[src/rtl/tetris_grid_scheduler_pkg.sv]
// Shared definitions for the grid scheduler and the renderer: board geometry,
// scheduler FSM encoding, display colours and a row-scan helper.
package tetris_pkg;

  localparam int GRID_ROWS = 20;
  localparam int GRID_COLS = 10;
  localparam int GRID_W    = GRID_ROWS * GRID_COLS;

  // Scheduler states: shadow in sync, shadow ahead of outputs, copying out.
  typedef enum logic [1:0] {
    IDLE    = 2'd0,
    PENDING = 2'd1,
    COMMIT  = 2'd2
  } sched_state_t;

  // 12-bit RGB colours used by the renderer for each plane.
  localparam logic [11:0] COLOR_BG      = 12'h000;
  localparam logic [11:0] COLOR_STACK   = 12'h00F;
  localparam logic [11:0] COLOR_PIECE   = 12'hF00;
  localparam logic [11:0] COLOR_OVERLAP = 12'hF0F;

  // Row index reported when two planes do not overlap anywhere.
  localparam logic [4:0] NO_ROW = 5'd31;

  // Lowest-numbered row whose hit flag is set, or NO_ROW when none is.
  function automatic logic [4:0] first_row(input logic [GRID_ROWS-1:0] hit);
    logic [4:0] row;
    row = NO_ROW;
    for (int r = GRID_ROWS - 1; r >= 0; r--) begin
      if (hit[r]) row = 5'(r);
    end
    return row;
  endfunction

endpackage

[src/rtl/tetris_grid_scheduler_vsync_edge.sv]
// Brings the display VSync into the clk domain and turns its falling edge
// into a single-cycle frame_tick. The tick is registered, so it appears
// SYNC_STAGES+1 clock edges after the first edge that sees vsync low.
module tetris_vsync_edge #(
  parameter int SYNC_STAGES = 2
) (
  input  logic clk,
  input  logic rst_n,
  input  logic vsync,
  output logic frame_tick
);

  logic [SYNC_STAGES-1:0] sync_reg;
  logic                   hist_reg;
  logic                   tick_reg;
  logic                   synced;

  assign synced = sync_reg[SYNC_STAGES-1];

  genvar gi;
  generate
    for (gi = 0; gi < SYNC_STAGES; gi++) begin : g_stage
      logic d_in;
      if (gi == 0) begin : g_first
        assign d_in = vsync;
      end else begin : g_rest
        assign d_in = sync_reg[gi-1];
      end
      // One synchroniser stage; resets to the inactive (high) level.
      always_ff @(posedge clk or negedge rst_n) begin
        if (!rst_n) sync_reg[gi] <= 1'b1;
        else        sync_reg[gi] <= d_in;
      end
    end
  endgenerate

  // History flop plus registered falling-edge detect.
  always_ff @(posedge clk or negedge rst_n) begin
    if (!rst_n) begin
      hist_reg <= 1'b1;
      tick_reg <= 1'b0;
    end else begin
      hist_reg <= synced;
      tick_reg <= hist_reg & ~synced;
    end
  end

  assign frame_tick = tick_reg;

endmodule

[src/rtl/tetris_grid_scheduler.sv]
// Frame-synchronous grid scheduler: round-robin arbitration of the stack (A)
// and piece (B) writers into shadow grids, copied to the renderer-facing
// grids only on a frame boundary so a frame never shows a half-updated board.
// Optional overlap reporting is enabled with `define TETRIS_COLLISION_DETECT_EN.
module tetris_grid_scheduler
  import tetris_pkg::*;
#(
  parameter int GRID_W      = tetris_pkg::GRID_W,
  parameter int SYNC_STAGES = 2,
  parameter int FRAME_DIV   = 1
) (
  input  logic              clk,
  input  logic              rst_n,
  input  logic              vsync,
  input  logic              req_a,
  input  logic [GRID_W-1:0] data_a,
  output logic              ack_a,
  input  logic              req_b,
  input  logic [GRID_W-1:0] data_b,
  output logic              ack_b,
  output logic [GRID_W-1:0] grid_a,
  output logic [GRID_W-1:0] grid_b,
  output logic              frame_tick,
  output logic              commit,
  output logic              pending
`ifdef TETRIS_COLLISION_DETECT_EN
  ,
  output logic              collision,
  output logic [4:0]        collision_row
`endif
);

  localparam logic [3:0] DIV_LAST = 4'(FRAME_DIV - 1);

  sched_state_t      state_reg, state_next;
  logic [3:0]        div_cnt_reg;
  logic              ack_a_reg, ack_b_reg;
  logic              ptr_b_reg;      // 0: A wins a tie, 1: B wins a tie
  logic [GRID_W-1:0] shadow_a_reg, shadow_b_reg;
  logic [GRID_W-1:0] grid_a_reg, grid_b_reg;
  logic              boundary;
  logic              commit_now;
  logic              grant_a, grant_b;
  logic              cand_a, cand_b;

  tetris_vsync_edge #(
    .SYNC_STAGES(SYNC_STAGES)
  ) u_vsync_edge (
    .clk       (clk),
    .rst_n     (rst_n),
    .vsync     (vsync),
    .frame_tick(frame_tick)
  );

  assign boundary = frame_tick && (div_cnt_reg == DIV_LAST);

  // Frame divider: counts every tick, whatever state the FSM is in.
  always_ff @(posedge clk or negedge rst_n) begin
    if (!rst_n) begin
      div_cnt_reg <= 4'd0;
    end else if (frame_tick) begin
      div_cnt_reg <= (div_cnt_reg == DIV_LAST) ? 4'd0 : div_cnt_reg + 4'd1;
    end
  end

  // Arbitration and next-state. A requester still showing its ack is masked
  // so a held request is not granted twice. No grant is made on the edge that
  // enters COMMIT, which keeps ack low during the COMMIT cycle.
  always_comb begin
    state_next = state_reg;
    grant_a    = 1'b0;
    grant_b    = 1'b0;
    cand_a     = req_a & ~ack_a_reg;
    cand_b     = req_b & ~ack_b_reg;
    commit_now = (state_reg == PENDING) && boundary;

    if (!commit_now) begin
      if (cand_a && cand_b) begin
        grant_a = ~ptr_b_reg;
        grant_b = ptr_b_reg;
      end else begin
        grant_a = cand_a;
        grant_b = cand_b;
      end
    end

    case (state_reg)
      IDLE:    if (grant_a || grant_b) state_next = PENDING;
      PENDING: if (commit_now)         state_next = COMMIT;
      // A write granted on the way out of COMMIT is already uncommitted.
      COMMIT:  state_next = (grant_a || grant_b) ? PENDING : IDLE;
      default: state_next = IDLE;
    endcase
  end

  // FSM state, ack pulses and round-robin pointer.
  always_ff @(posedge clk or negedge rst_n) begin
    if (!rst_n) begin
      state_reg <= IDLE;
      ack_a_reg <= 1'b0;
      ack_b_reg <= 1'b0;
      ptr_b_reg <= 1'b0;
    end else begin
      state_reg <= state_next;
      ack_a_reg <= grant_a;
      ack_b_reg <= grant_b;
      if (grant_a)      ptr_b_reg <= 1'b1;
      else if (grant_b) ptr_b_reg <= 1'b0;
    end
  end

  // Shadow capture on grant (last writer wins) and copy-out on commit.
  always_ff @(posedge clk or negedge rst_n) begin
    if (!rst_n) begin
      shadow_a_reg <= '0;
      shadow_b_reg <= '0;
      grid_a_reg   <= '0;
      grid_b_reg   <= '0;
    end else begin
      if (grant_a) shadow_a_reg <= data_a;
      if (grant_b) shadow_b_reg <= data_b;
      if (commit_now) begin
        grid_a_reg <= shadow_a_reg;
        grid_b_reg <= shadow_b_reg;
      end
    end
  end

  assign ack_a   = ack_a_reg;
  assign ack_b   = ack_b_reg;
  assign grid_a  = grid_a_reg;
  assign grid_b  = grid_b_reg;
  assign commit  = (state_reg == COMMIT);
  assign pending = (state_reg == PENDING);

`ifdef TETRIS_COLLISION_DETECT_EN
  logic [GRID_ROWS-1:0] row_hit;
  logic                 collision_reg;
  logic [4:0]           collision_row_reg;

  genvar gi;
  generate
    for (gi = 0; gi < GRID_ROWS; gi++) begin : g_row
      // Row gi occupies the gi-th group of GRID_COLS bits from the MSB end.
      assign row_hit[gi] = |(grid_a_reg[GRID_W-1-gi*GRID_COLS -: GRID_COLS] &
                             grid_b_reg[GRID_W-1-gi*GRID_COLS -: GRID_COLS]);
    end
  endgenerate

  // Overlap of the freshly committed grids, sampled in the COMMIT cycle.
  always_ff @(posedge clk or negedge rst_n) begin
    if (!rst_n) begin
      collision_reg     <= 1'b0;
      collision_row_reg <= NO_ROW;
    end else if (state_reg == COMMIT) begin
      collision_reg     <= |row_hit;
      collision_row_reg <= first_row(row_hit);
    end
  end

  assign collision     = collision_reg;
  assign collision_row = collision_row_reg;
`endif

endmodule
[config.mk]
export PLATFORM = sky130hd
export DESIGN_NAME = tetris_grid_scheduler
export DESIGN_NICKNAME = d
export VERILOG_FILES = /design/src/rtl/tetris_grid_scheduler_pkg.sv /design/src/rtl/tetris_grid_scheduler_vsync_edge.sv /design/src/rtl/tetris_grid_scheduler.sv
export SDC_FILE = /design/constraint.sdc
export NUM_CORES = 1
export LEC_CHECK = 0
export CELL_PAD_IN_SITES_DETAIL_PLACEMENT = 1
export CELL_PAD_IN_SITES_GLOBAL_PLACEMENT = 2
export CORE_UTILIZATION = 30
export CTS_CLUSTER_SIZE = 8
export DETAILED_ROUTE_END_ITERATION = 10
export PLACE_DENSITY_LB_ADDON = 0.12
export RECOVER_POWER = 25
export SYNTH_ARGS = -nofsm -noshare
export SYNTH_HDL_FRONTEND = slang
export SYNTH_HIERARCHICAL = 1
export SYNTH_SLANG_ARGS = --single-unit
[constraint.sdc]
create_clock -name clk -period 3.35 [get_ports clk]
set_clock_uncertainty 0.2 [all_clocks]
set_input_delay 0.67 -clock clk [delete_from_list [all_inputs] [get_ports clk]]
set_output_delay 0.67 -clock clk [all_outputs]
set_load 0.01 [all_outputs]
==> summary.md, run 1 <==
| Metric | Value |
|---|---|
| Final setup violation count | `0` |
| Sw Pwr | `12100 uW` |
| CP Capture Type | `output pin` |
| Total gr overflow | `0` |
| DR WL/cell | `23.3 um` |
| Top Ports | `810` |
| Vias per cell | `between 4 and 5` |
| Ys Warns | `6` |
| GP Congestion | `0.773` |
| Final worst path period need | `3.07 ns` |
| VDD IR max | `about 0.00039 V` |
| Chip Width | `320 um` |
| TritonCTS buffer count | `~110` |
| Die area | `102000 um^2` |
| Failing checks | `capacitance limit, slew limit` |
| Chip height | `320 um` |
| Slew margin rel. | `-0.0521` |
| Top achievable clock speed | `326 MHz` |
| Final Hold Vio Count | `0` |
| Cells after Synth | `between 1500 and 2000` |
| Buffers on Ports | `809` |
| Synth Cell Area | `30300 um^2` |
| Bufs on Longest Clock Path | `3` |
| Syn_nets | `approximately 2100` |
| Flops & latches, synth | `813` |
| CTS root buf | `clkbuf_16` |
| Via count | `~18000` |
| Slowest Stage Delay on Critical Path | `0.72 ns` |
| Syn avg cell area | `between 15 and 20 um^2` |
| Skew-Pair Late Insertion Delay | `0.67 ns` |
| Starting Density | `0.303` |
| Unrepaired setup endpoints after global routing | `false` |
| Fin nets | `3033` |
| CP arrival | `2.20 ns` |
| Final ANT Viol Nets | `0` |
| Fin crit share | `0.917` |
| Critical path class | `flip-flop to output pin` |
| Final Max Tran Viols | `39` |
| Clk pwr share | `0.240` |
| P_leak | `around 0.018 uW` |
| Share of cells above drive strength 1 | `0.292` |
| Detailed Route Iter0 Violations | `441` |
| Outcome | `finished, violations left` |
| Antenna violations before repair | `28` |
| Total Power | `41500 uW` |
| FILL cells | `9881` |
| Overall Global Routing Usage | `0.183` |
| Worst-path clk slew | `0.05 ns` |
| Multi-input combinational cell area | `slightly above 9000 um^2` |
| Hpwl dp | `about 68 mm` |
| Max_cap viols | `1` |
| Crit path max fanout | `4` |
| CTS tree | `yes` |
| First-pass DRT Iterations | `4` |
| Seq pwr share | `0.416` |
| Post-CTS Setup Bufs | `0` |
| Number of library cell types mapped by synthesis | `26` |
| # DRC | `0` |
| Number of global-route vias before repair | `20680` |
| Reg2Reg Setup Slack | `about 0.55 ns` |
| Switching Share | `0.293` |
| Num rows | `116` |
| Largest net degree at the start of global routing | `85` |
| H-tree Lvls | `3` |
| Startpoint Class | `flip-flop` |
| CTS sink cnt | `between 800 and 900` |
| Worst hold path class | `flip-flop to flip-flop` |
| CP max stage cell | `clkdlybuf4s50_1` |
| Final core utilization | `0.430` |
| Area growth syn-to-layout | `41.8%` |
| Int Power | `roughly 30000 uW` |
| Worst slew pin tran | `1.58 ns` |
| Part of the power in combinational logic | `0.344` |
| Critical Path RT | `2.48 ns` |
| PD cells | `roughly 960 nW/um^2` |
| Global-route wire length before repair | `139 mm` |
| Worst r2r path cells | `7` |
| Sequential area share after synthesis | `0.671` |
| Core region area | `100000 um^2` |
| Setup TNS | `0 ns` |
| Crit path cell chain | `nand2b_1 > inv_1 > clkdlybuf4s50_1` |
| Sequential cell area | `20300 um^2` |
| Worst hold path depth | `0` |
| DRT Wirelength | `92.3 mm` |
-- cells in the mapped netlist --
master | n | area share
a21oi_1 | 1 | 0.00016
nand2b_1 | 2 | 0.00041
dfrtp_1 | 810 | 0.67
nor2b_1 | 3 | 0.00062
buf_6 | 51 | 0.019
nor2_1 | 2 | 0.00025
and4bb_4 | 1 | 0.00054
o22a_1 | 1 | 0.00029
nand2_1 | 3 | 0.00037
o21ai_0 | 1 | 0.00016
o221a_2 | 1 | 0.00037
ha_1 | 2 | 0.00082
xnor2_1 | 2 | 0.00058
nand4bb_1 | 1 | 0.00037
xor2_1 | 1 | 0.00029
nor2b_4 | 1 | 0.00045
mux2_2 | 590 | 0.22
a221oi_4 | 1 | 0.00087
inv_2 | 1 | 0.00012
nand2_2 | 1 | 0.00021
inv_1 | 3 | 0.00037
o22ai_1 | 1 | 0.00021
dfstp_2 | 3 | 0.0026
nand4_1 | 1 | 0.00021
buf_2 | 36 | 0.0059
mux2_1 | 210 | 0.078
-- per-layer routing --
| layer | GRT usage | part of all wire | vias to the layer above |
|---|---|---|---|
| met5 | 0 | 0.0018 | - |
| met4 | 0.0923 | 0.043 | 28 |
| met3 | 0.0678 | 0.083 | 189 |
| met2 | 0.317 | 0.52 | 577 |
| met1 | 0.193 | 0.35 | 9258 |
| li1 | - | - | 7858 |
-- worst max-delay path: cells and delay by family, from the launching register on --
| family | cells | cell delay, ns |
|---|---|---|
| simple gates | 1 | 0.19 |
| flops | 1 | 0.36 |
| buf+inv | 2 | 0.97 |
-- what timing repair did --
item / 4_1_cts / 5_1_grt
hold buffers: 1 / 0
gates resized for setup: 0 / 0
hold endpoints to repair: 27 / 0
-- final timing paths --
kind	startpoint	end
max in group asynchronous	rst_n	grid_a[164]
hold / removal	u_vsync_edge/g_stage[1].d_in	u_vsync_edge/synced
setup / recovery	state_reg[1]	pending
hold reg to reg	u_vsync_edge/g_stage[1].d_in	u_vsync_edge/synced
min in group asynchronous	rst_n	shadow_b_reg[129]
setup reg to reg	div_cnt_reg[0]	grid_a[187]
-- per-stage QoR --
step | cells | worst slack (ns) | instance area (um^2) | hold slack (ns)
final | 3955 | 0.278 | 43000 | 0.159
after global routing | 3953 | 0.177 | 43000 | 0.165
after CTS | 3942 | 0.194 | 43100 | 0.153
after detailed placement | 3810 | 0.299 | 40100 | 0.147
after global placement | 3810 | 0.324 | 40100 | 0.147
after floorplan | 1730 | 1.10 | 30300 | 0.145
-- placed cells by master, fill, tap and decap left out, drive strengths merged --
cell and n:
a21oi 1, a221oi 1, and4bb 1, buf 50, clkbuf 139, clkdlybuf4s50 807
clkinv 1, dfrtp 810, dfstp 3, diode 13, dlygate4sd3 2, ha 2
inv 6, mux2 800, nand2 4, nand2b 2, nand4 1, nand4bb 1
nor2 2, nor2b 4, o21ai 1, o221a 1, o22a 1, o22ai 1
xnor2 2, xor2 1
-- cell type report --
cell class | count | area share
Clock inverter | 3 | 0.000785
Clock buffer | 128 | 0.0678
Multi-Input combinational cell | 826 | 0.215
Inverter | 4 | 0.000349
Tap cell | 1298 | 0.0377
Timing Repair Buffer | 870 | 0.205
Sequential cell | 813 | 0.473
Antenna cell | 13 | 0.000756
-- cell families (layout without fill, tap and decap cells) --
family / after synthesis / count (layout) / synth area share
compound gates: 6 / 6 / 0.00206
mux: 800 / 800 / 0.297
fa+ha+maj: 2 / 2 / 0.000825
xor+xnor: 3 / 3 / 0.000866
other cells: 0 / 13 / 0
buf+inv: 91 / 1005 / 0.0254
simple gates: 15 / 15 / 0.00342
flops: 813 / 813 / 0.671
-- power by group through the flow --
stage	clock network (uW)	logic, uW	registers (uW)
after floorplan	0	5690	17900
after global placement	0	14200	17200
after detailed placement	0	14500	17500
after CTS	10400	14600	17400
after global routing	10700	15200	18000
final	9960	14300	17300
Power figures use the tool's default switching activity.
==> run 2, diff against run 1 <==
- CORE_MARGIN: not set -> 2
- CTS_BUF_LIST: not set -> sky130_fd_sc_hd__clkbuf_8
==> summary.md, run 2 (synthesized netlist as in run 1, its figures left out) <==
| Metric | Value |
|---|---|
| Fin nets | `3067 (was 3033)` |
| Via count | `18411 (was 17910)` |
| CP arrival | `2.33 ns (was 2.20 ns)` |
| Final worst path period need | `3.20 ns (was 3.07 ns)` |
| Worst hold path class | `flip-flop to flip-flop (unchanged)` |
| Worst slew pin tran | `1.60 ns (was 1.58 ns)` |
| Sequential cell area | `20300 um^2 (unchanged)` |
| DR WL/cell | `23.0 um (was 23.3 um)` |
| Setup TNS | `0 ns (unchanged)` |
| Bufs on Longest Clock Path | `3 (unchanged)` |
| Worst-path clk slew | `0.06 ns (was 0.05 ns)` |
| Core region area | `100000 um^2 (unchanged)` |
| Hpwl dp | `68.9 mm (was 67.8 mm)` |
| CTS root buf | `clkbuf_8 (was clkbuf_16)` |
| Commonest non-fill, non-tap cells in the layout | `dfrtp_1, clkdlybuf4s50_1, mux2_2, mux2_1, clkbuf_8 (was dfrtp_1, clkdlybuf4s50_1, mux2_2, mux2_1, clkbuf_16)` |
| VDD IR max | `0.000399 V (was 0.000389 V)` |
| CP Capture Type | `output pin (unchanged)` |
| PD cells | `950 nW/um^2 (was 964 nW/um^2)` |
| DRT Wirelength | `93.9 mm (was 92.3 mm)` |
| Total gr overflow | `0 (unchanged)` |
| Critical path class | `flip-flop to output pin (unchanged)` |
| Global-route wire length before repair | `137 mm (was 139 mm)` |
| Chip height | `322 um (was 320 um)` |
| Slew margin rel. | `-0.0690 (was -0.0521)` |
| Unrepaired setup endpoints after global routing | `false (unchanged)` |
| CTS sink cnt | `813 (unchanged)` |
| TritonCTS buffer count | `148 (was 111)` |
| Final Hold Vio Count | `0 (unchanged)` |
| Share of cells above drive strength 1 | `0.310 (was 0.292)` |
| FILL cells | `10009 (was 9881)` |
| Vias per cell | `4.50 (was 4.53)` |
| Detailed Route Iter0 Violations | `500 (was 441)` |
| Num rows | `116 (unchanged)` |
| P_leak | `0.0183 uW (was 0.0181 uW)` |
| Final ANT Viol Nets | `0 (unchanged)` |
| H-tree Lvls | `4 (was 3)` |
| Buffers on Ports | `809 (unchanged)` |
| Max_cap viols | `1 (unchanged)` |
| Antenna violations before repair | `36 (was 28)` |
| Die area | `104000 um^2 (was 102000 um^2)` |
| # DRC | `0 (unchanged)` |
| Skew-Pair Late Insertion Delay | `0.82 ns (was 0.67 ns)` |
| Number of global-route vias before repair | `20979 (was 20680)` |
| Post-CTS Setup Bufs | `0 (unchanged)` |
| Failing checks | `capacitance limit, slew limit (unchanged)` |
| Top achievable clock speed | `313 MHz (was 326 MHz)` |
| Final setup violation count | `0 (unchanged)` |
| Top Ports | `810 (unchanged)` |
| Multi-input combinational cell area | `9250 um^2 (unchanged)` |
| Overall Global Routing Usage | `0.181 (was 0.183)` |
| Outcome | `finished, violations left (unchanged)` |
| Starting Density | `0.303 (unchanged)` |
| Final Max Tran Viols | `42 (was 39)` |
| Total Power | `40800 uW (was 41500 uW)` |
| Area growth syn-to-layout | `41.5% (was 41.8%)` |
| CTS tree | `yes (unchanged)` |
| First-pass DRT Iterations | `4 (unchanged)` |
| Largest net degree at the start of global routing | `85 (unchanged)` |
| Startpoint Class | `flip-flop (unchanged)` |
| GP Congestion | `0.792 (was 0.773)` |
| Chip Width | `322 um (was 320 um)` |
| Fin crit share | `0.954 (was 0.917)` |
| Crit path max fanout | `4 (unchanged)` |
| Critical Path RT | `2.48 ns (about the same)` |
| Commonest non-fill, non-tap cell in the layout | `dfrtp_1 (unchanged)` |
[run 2: cell types whose count changed in the layout (fill, tap and decap cells not counted), moves of 7 or more]
cell       delta
clkbuf_8    +185
clkbuf_16   -114
inv_1        +52
clkbuf_1     -11
clkinv_2      +9
buf_12        -7
[run 2: worst paths after layout]
check / startpoint / slack [ns] / to / cells after the start
worst min-delay path: u_vsync_edge/g_stage[1].d_in / 0.16 / u_vsync_edge/synced / 0
min in group asynchronous: rst_n / 0.59 / shadow_a_reg[124] / 2
max in group asynchronous: rst_n / 0.45 / grid_a[10] / 3
worst max register to register: div_cnt_reg[0] / 0.52 / grid_a[76] / 6
worst min register to register: u_vsync_edge/g_stage[1].d_in / 0.16 / u_vsync_edge/synced / 0
worst max-delay path: state_reg[1] / 0.15 / pending / 3
[run 2: worst max-delay path, cell delays in order, from the launching register on]
cell and delay, ns:
dfrtp_1 0.37, nand2b_1 0.19, inv_1 0.26, clkdlybuf4s50_1 0.68
[run 2: repair_timing]
item / 4_1_cts / 5_1_grt
endpoints found under the hold margin: 203 / 0
gates resized for setup: 0 / 0
hold buffers: 2 / 0
[run 2: final cells by class]
class | instances | area share
diodes | 19 | 0.00111
inverters | 4 | 0.000350
multi-input cells | 826 | 0.215
flip-flops and latches | 813 | 0.474
well taps | 1298 | 0.0378
clock inverters | 76 | 0.00961
clock buffers | 186 | 0.0596
repair buffers | 867 | 0.203
[run 2: per-stage QoR]
step	setup WS [ns]	util	cell area, um^2	hold slack, ns	instances
floorplan	1.10	-	30300	0.145	1730
global placement	0.106	0.400	40000	0.149	3806
detailed placement	0.00888	0.400	40000	0.147	3806
CTS	0.0196	0.430	43000	0.0847	4070
global route	0.0118	0.429	42900	0.164	4084
finish	0.154	0.429	43000	0.160	4089
[run 2: metal layers]
layer | global-route usage | vias up | wire [um]
met1 | 0.184 | 9533 | 32700
met2 | 0.314 | 604 | 48800
met4 | 0.0940 | 38 | 4100
li1 | - | 8014 | -
met5 | 0 | - | 230
met3 | 0.0776 | 222 | 8090
[run 2: report_power, final]
part | internal, uW | leakage, uW | switching (uW)
registers | 14800 | 0.00967 | 2530
clock network | 5090 | 0.00172 | 4230
logic | 8550 | 0.00693 | 5650
total | 28400 | 0.0183 | 12400
